==> config.mk <==
export PLATFORM = sky130hd
export DESIGN_NAME = fifo_rd_stream_flat
export DESIGN_NICKNAME = d
export VERILOG_FILES = /design/src/rtl/fifo_rd_stream_if.sv /design/src/rtl/fifo_rd_stream.sv /design/src/flat_wrapper.sv
export SDC_FILE = /design/constraint.sdc
export NUM_CORES = 1
export LEC_CHECK = 0
export ABC_AREA = 1
export BUFFER_PORTS_ARGS = -buffer_cell sky130_fd_sc_hd__buf_2
export CAP_MARGIN = 15
export CORE_UTILIZATION = 56
export DETAILED_ROUTE_END_ITERATION = 10
export PLACE_DENSITY = 0.8
export SETUP_SLACK_MARGIN = 0.05
export SYNTH_ARGS = -nofsm -noshare
export SYNTH_HDL_FRONTEND = slang
export SYNTH_SLANG_ARGS = --single-unit
==> constraint.sdc <==
create_clock -name clk -period 1.6 [get_ports clk]
set_input_delay 0.08 -clock clk [delete_from_list [all_inputs] [get_ports clk]]
set_output_delay 0.08 -clock clk [all_outputs]
set_load 0.03 [all_outputs]
==> src/rtl/fifo_rd_stream_if.sv <==
// Valid/ready stream carrying words drained from the FIFO.
// A word transfers on a rising clk edge where valid and ready are both high; once valid
// is raised, valid and data hold unchanged until that transfer happens.
interface fifo_rd_stream_if #(
  parameter int W = 16
) ();
  logic         valid;
  logic         ready;
  logic [W-1:0] data;

  modport master (output valid, output data, input ready);
  modport slave  (input valid, input data, output ready);
endinterface

==> src/rtl/fifo_rd_stream.sv <==
// FIFO read-side adapter: prefetches up to three words into a small ring so the stream
// runs at one word per clock despite the FIFO's one-cycle read latency.
module fifo_rd_stream #(
  parameter int FIFO_WIDTH = 16,
  parameter int CNT_WIDTH  = 16
) (
  input  logic                  clk,
  input  logic                  rst_n,
  input  logic                  fifo_empty,
  input  logic                  fifo_underflow,
  input  logic [FIFO_WIDTH-1:0] fifo_data_out,
  output logic                  fifo_rd_en,
  fifo_rd_stream_if.master      m,
  input  logic                  flush,
  output logic [CNT_WIDTH-1:0]  rd_count,
  output logic                  err_underflow,
  output logic [1:0]            dbg_occ,
  output logic                  dbg_pending
);

  logic [FIFO_WIDTH-1:0] mem [3];
  logic [1:0]            wr_ptr;
  logic [1:0]            rd_ptr;
  logic [1:0]            occ;
  logic                  pending;
  logic [2:0]            inflight;
  logic                  capture;
  logic                  pop;

  function automatic logic [1:0] ptr_inc(input logic [1:0] p);
    return (p == 2'd2) ? 2'd0 : p + 2'd1;
  endfunction

  // Reads in flight count against capacity, so no issued read can find the ring full.
  always_comb begin
    inflight   = {1'b0, occ} + {2'b00, pending};
    fifo_rd_en = rst_n & ~flush & ~fifo_empty & (inflight < 3'd3);
    capture    = pending & ~flush;
    pop        = (occ != 2'd0) & m.ready & ~flush;
  end

  assign m.valid     = (occ != 2'd0);
  assign m.data      = mem[rd_ptr];
  assign dbg_occ     = occ;
  assign dbg_pending = pending;

  always_ff @(posedge clk or negedge rst_n) begin
    if (!rst_n) begin
      wr_ptr        <= 2'd0;
      rd_ptr        <= 2'd0;
      occ           <= 2'd0;
      pending       <= 1'b0;
      rd_count      <= '0;
      err_underflow <= 1'b0;
      for (int i = 0; i < 3; i++) mem[i] <= '0;
    end else begin
      pending <= fifo_rd_en;
      if (pending && fifo_underflow) err_underflow <= 1'b1;
      if (flush) begin
        wr_ptr <= 2'd0;
        rd_ptr <= 2'd0;
        occ    <= 2'd0;
      end else begin
        if (capture) begin
          mem[wr_ptr] <= fifo_data_out;
          wr_ptr      <= ptr_inc(wr_ptr);
        end
        if (pop) begin
          rd_ptr   <= ptr_inc(rd_ptr);
          rd_count <= rd_count + CNT_WIDTH'(1);
        end
        case ({capture, pop})
          2'b10:   occ <= occ + 2'd1;
          2'b01:   occ <= occ - 2'd1;
          default: occ <= occ;
        endcase
      end
    end
  end

endmodule

==> src/flat_wrapper.sv <==
// flat-port wrapper written by rule: the top's interface ports become plain ports
module fifo_rd_stream_flat 
#(
  parameter int FIFO_WIDTH = 16,
  parameter int CNT_WIDTH  = 16
)
  (clk, rst_n, fifo_empty, fifo_underflow, fifo_data_out, fifo_rd_en, flush, rd_count, err_underflow, dbg_occ, dbg_pending, m_valid, m_data, m_ready);
  fifo_rd_stream_if #(.W((16))) m_i ();
  input  logic clk;
  input  logic rst_n;
  input  logic fifo_empty;
  input  logic fifo_underflow;
  input  logic [FIFO_WIDTH-1:0] fifo_data_out;
  output logic fifo_rd_en;
  input  logic flush;
  output logic [CNT_WIDTH-1:0] rd_count;
  output logic err_underflow;
  output logic [1:0] dbg_occ;
  output logic dbg_pending;
  output wire logic [$bits(m_i.valid)-1:0] m_valid;
  output wire logic [$bits(m_i.data)-1:0] m_data;
  input wire logic [$bits(m_i.ready)-1:0] m_ready;
  assign m_valid = m_i.valid;
  assign m_data = m_i.data;
  assign m_i.ready = m_ready;
  fifo_rd_stream #(.FIFO_WIDTH(FIFO_WIDTH), .CNT_WIDTH(CNT_WIDTH)) u_core (.clk(clk), .rst_n(rst_n), .fifo_empty(fifo_empty), .fifo_underflow(fifo_underflow), .fifo_data_out(fifo_data_out), .fifo_rd_en(fifo_rd_en), .m(m_i), .flush(flush), .rd_count(rd_count), .err_underflow(err_underflow), .dbg_occ(dbg_occ), .dbg_pending(dbg_pending));
endmodule
After elaboration in Yosys (flattened, before gate mapping)
Index checks and enable logic that the tools add are counted.

Add/sub/neg operators: 6. Multipliers: 0. Div/mod/pow operators: 0. Magnitude comparators: 4. Equal/unequal tests: 4. Shift operators: 0. Mux-type cells: 14. Bitwise gates (word level): 10. Reductions and logical operators: 8.

Operators by type and width (count): $bwmux W48 (1); $mux W16 (3); $bmux W16 S2 (1); $demux W16 S2 (1); $add A16 B1 Y16 const B (1); $mux W2 (7); $add A2 B1 Y2 const B (3); $and A1 B1 Y1 (6); $eq A2 B2 Y1 const B (3); $ge A3 B3 Y1 const B (2); $not A2 Y3 (2); $reduce_bool A2 Y1 (3); $pmux W2 S2 (1); $reduce_and A2 Y1 (2); $add A2 B1 Y3 (1); $lt A3 B1 Y1 const B (1); $lt A3 B2 Y1 const B (1); $reduce_bool A3 Y1 (1); $eq A2 B1 Y1 const B (1); $logic_and A1 B1 Y1 (2); $not A1 Y1 (2); $sub A2 B1 Y2 const B (1).

Register bits after elaboration: 72. Latch bits: 0. Memory bits (writable): 0. Memory bits (read-only): 0. Input bits: 22. Word-level logic and storage cells: 55. Memories: 0.

Depth between registers and ports, before layout
Word-level depth: 6. Depth in mapped cells: 9. Depth with buffers taken out: 9.

Worst setup path after synthesis
OpenSTA, ideal clock, no wires.

Kind: flip-flop to flip-flop. Start: register u_core.occ[0] (netlist: u_core.dbg_occ[0]). End: register u_core.pending (netlist: u_core.dbg_pending). Setup time: 0.292 ns. Data arrival time: 2.695 ns. Slack: -1.388 ns. Stages on the path, launching flop included: 4. Path buffers: 0. Path through: dfrtp_1 > ha_1 > ha_1 > a2111oi_0.

Longest elaborated chain between the ends: 3.

RTL lines: start, declared (RTL line fifo_rd_stream.sv:24) `logic [1:0] occ;`; start signal, assigned (RTL line fifo_rd_stream.sv:73) `2'b10: occ <= occ + 2'd1;`; start signal, assigned (RTL line fifo_rd_stream.sv:74) `2'b01: occ <= occ - 2'd1;`; $add A2 B1 Y3 (RTL line fifo_rd_stream.sv:36) `inflight = {1'b0, occ} + {2'b00, pending};`; $lt A3 B2 Y1 (RTL line fifo_rd_stream.sv:37) `fifo_rd_en = rst_n & ~flush & ~fifo_empty & (inflight < 3'd3);`; $and A1 B1 Y1 (RTL line fifo_rd_stream.sv:37); net fifo_rd_en (RTL line flat_wrapper.sv:14) `output logic fifo_rd_en;`; end signal, assigned (RTL line fifo_rd_stream.sv:57) `pending <= fifo_rd_en;`; end, declared (RTL line fifo_rd_stream.sv:25) `logic pending;`.

The timed path passes the listed nets, and every way through them passes these cells. A chain may end at the register's enable or synchronous reset.

Worst setup path after layout
Start: register u_core.pending (netlist: u_core.dbg_pending). End: output port fifo_rd_en.

Longest elaborated chain between the ends: 3.

RTL lines (RTL line): $add A2 B1 Y3 (fifo_rd_stream.sv:36); $lt A3 B2 Y1 (fifo_rd_stream.sv:37); $and A1 B1 Y1 (fifo_rd_stream.sv:37); end, declared (flat_wrapper.sv:14).

No other way between the ends.

==> impl_metrics.json <==
{
  "period_needed_ns": 1.77,
  "cts_buffer_depth": 2,
  "htreeDepth": 3,
  "setup_ws_ns": -0.165,
  "path_buf_inv": 1,
  "crit_top_cell": "ha_4",
  "grt_pass1_vias": 3006,
  "root_buffer": "clkbuf_8",
  "synthToLayoutAreaGrowth_pct": 35.1,
  "cts-hold-fix-buffers": 6,
  "drc": 0,
  "synth_flop_cell": "dfrtp_1",
  "crit_family": "flip-flops",
  "crit_type": "reg -> out",
  "cts.reportedPaths.clkPinSlew_ns": 0.07,
  "drt_wl_total_um": 8770,
  "ys_seq_area_share_pct": 52.2,
  "start_kind": "flip-flop",
  "ys_warn_count": 0,
  "cts.sinks": 72,
  "cp_slowest_cell": "dfrtp_2",
  "reg2reg_slack_ns": 0.14,
  "skew_ns": 0.00521,
  "worstMarginPinSlew_ns": 0.890,
  "routabilityCongestion": 0.807,
  "cp.arrival_ns": 1.69,
  "dp_slack_ns": 0.125,
  "worstReg2RegEnd": "u_core.mem[6]",
  "die_area_mm2": 0.00648,
  "drv_cap": 0,
  "die_w_um": 80.5,
  "syn_inst": 407,
  "drt_iter0_markers": 129,
  "grt.total_usage_pct": 28.1,
  "core-area_mm2": 0.00592,
  "grt_setup_unrepaired": "true",
  "fin_setup_tns_ns": -1.46,
  "ant_nets": 0,
  "min_to": "u_core.dbg_pending",
  "start_util_pct": 58.3,
  "cts_tree": "built",
  "dpl_cell_area_mm2": 0.00386,
  "cts-buffers-inserted": 9,
  "synth_area_per_cell_um2": 8.48,
  "antenna_found_initial": 0,
  "viasPerCell": 5.44,
  "r2r_start": "u_core.dbg_pending",
  "path_cells": "ha_4 > ha_4 > a2111oi_4 > buf_4",
  "rows": 28,
  "fmaxAchievable_mhz": 567,
  "gr-total-overflow": 0,
  "wl_per_cell_um": 15.5,
  "reg2reg_depth": 6,
  "grt_pass1_wl_um": 13500,
  "fin_total_pwr_mw": 7.13,
  "async_flop_share_pct": 100,
  "synth-seq-cells": 72,
  "fillers": 397,
  "status": "finished with violations",
  "powerDensity_mw_per_mm2": 1530,
  "hold_class": "in -> reg",
  "end_kind": "primary output",
  "synth_nets": 432,
  "ir_drop_mv": 1.14,
  "port_buffers": 59,
  "finalInstanceArea_mm2": 0.00466,
  "grt_max_degree": 73,
  "multi_input_area_mm2": 0.00168,
  "hold_path_depth": 2,
  "drive_above_1_share_pct": 33.1,
  "hold_start": "fifo_empty",
  "violations": "negative hold slack, negative setup slack",
  "finalHoldViolations": 1,
  "regArea_mm2": 0.00181,
  "critPathMaxStageDelay_ns": 0.43,
  "clkLatencyLatePin_ns": 0.35,
  "synth_area_mm2": 0.00345,
  "vias": 3086,
  "worstPathMaxFanout": 2,
  "leakage_nw": 2.55,
  "die_h_um": 80.5,
  "ys_types": 30,
  "dpl.hpwl_um": 4860,
  "nets": 512,
  "maxSlewHeadroom_pct": 40.7,
  "finalCritPeriodShare_pct": 110,
  "cp.required_ns": 1.52,
  "top_level_ports": 60,
  "dr.pass1.iters": 4,
  "final-setup-viol-count": 17,
  "diodes": 0,
  "slew_viol_final": 0,
  "synth_edf_count": 0,
  "hold_ws_ns": -0.0801
}
[synth_stat cells, types with 2 or more instances]
library cell / count / area share (%)
dfrtp_1: 72 / 52
xor2_1: 5 / 1.3
inv_2: 4 / 0.43
xnor2_1: 2 / 0.51
o21ai_2: 6 / 1.5
buf_2: 11 / 1.6
nand3_1: 37 / 5.4
nor2_2: 4 / 0.73
o21ai_1: 41 / 5.9
ha_1: 3 / 1.1
nand2_1: 129 / 14
inv_1: 35 / 3.8
nor2_1: 19 / 2.1
nor2_4: 5 / 1.6
nand3_4: 4 / 2.0
o21ai_0: 9 / 1.3
nand2_4: 2 / 0.65
nand2_2: 3 / 0.54
nand4_1: 5 / 0.91
[final cells by class]
| type | count | share of cell area, % |
|---|---|---|
| multi-input combinational | 281 | 35.9 |
| timing repair buffer | 83 | 14.9 |
| sequential | 72 | 38.7 |
| clock inverter | 4 | 1.61 |
| clock buffer | 12 | 3.54 |
| inverter | 40 | 3.27 |
| tap | 75 | 2.01 |
[routing by layer]
layer,up-vias,global-route usage [%],part of all wire [%]
li1,1467,-,-
met1,1493,32.3,40
met5,-,0,0
met2,101,47.7,51
met4,0,16.1,3.4
met3,25,6.48,4.9
[logic make-up after synthesis]
kind of cell | Yosys count | synth area share (%)
and+or+nand+nor | 210 | 28.4
DFF | 72 | 52.2
AOI/OAI and AO/OA | 61 | 9.86
buffers and inverters | 54 | 6.67
xor gates and xnor gates | 7 | 1.78
adders and majority gates | 3 | 1.09
[timing repair]
item,CTS,global route
cloned,1,1
setup endpoints to repair,17,17
endpoints found under the hold margin,10,1
pin swaps,14,14
buffers inserted,9,2
resized for setup,62,31
[worst max path at each step]
stage | endpoint | start | cells after the start
2_1_floorplan | u_core.dbg_pending | u_core.dbg_pending | 3
3_3_place_gp | fifo_rd_en | u_core.dbg_pending | 4
3_5_place_dp | fifo_rd_en | u_core.dbg_pending | 4
4_1_cts | fifo_rd_en | u_core.dbg_pending | 4
5_1_grt | fifo_rd_en | u_core.dbg_occ[0] | 4
6_report | fifo_rd_en | u_core.dbg_pending | 4
[worst reg2reg max path, stage by stage (launching register included)]
cell     delay, ns
dfrtp_2       0.39
buf_4         0.14
nand2_2       0.07
inv_4         0.11
nand3_4       0.32
nand2_1       0.24
o21ai_2       0.08
[where the power goes]
part | switching [mW] | internal [mW]
clock network | 0.705 | 1.01
registers | 0.335 | 2.20
logic | 1.67 | 1.22
total | 2.71 | 4.42
[per-stage QoR]
| step | utilization, % | std cells |
|---|---|---|
| finish | 78.7 | 567 |
| global route | 78.7 | 567 |
| global placement | 65.2 | 532 |
| CTS | 76.0 | 564 |
| detailed placement | 65.2 | 532 |
| floorplan | - | 407 |
[layout by cell type (no fill, tap or decap), drive strengths merged, types with 2 or more instances in the layout]
master / synthesis / layout
dfrtp: 72 / 72
nor2: 28 / 28
bufinv: 0 / 2
dlygate4sd3: 0 / 6
o21ai: 56 / 56
xor2: 5 / 5
inv: 40 / 40
clkbuf: 1 / 13
nand4: 5 / 5
nand3: 42 / 42
buf: 13 / 76
nand2: 134 / 134
xnor2: 2 / 2
ha: 3 / 3
clkinvlp: 0 / 2
[registers in the layout, indices dropped and copies added, names as in the netlist]
register	cells
u_core.mem	48
u_core.rd_count	16
u_core.dbg_occ	2
u_core.rd_ptr	2
u_core.wr_ptr	2
u_core.dbg_pending	1
u_core.err_underflow	1
Power figures use the tool's default switching activity.
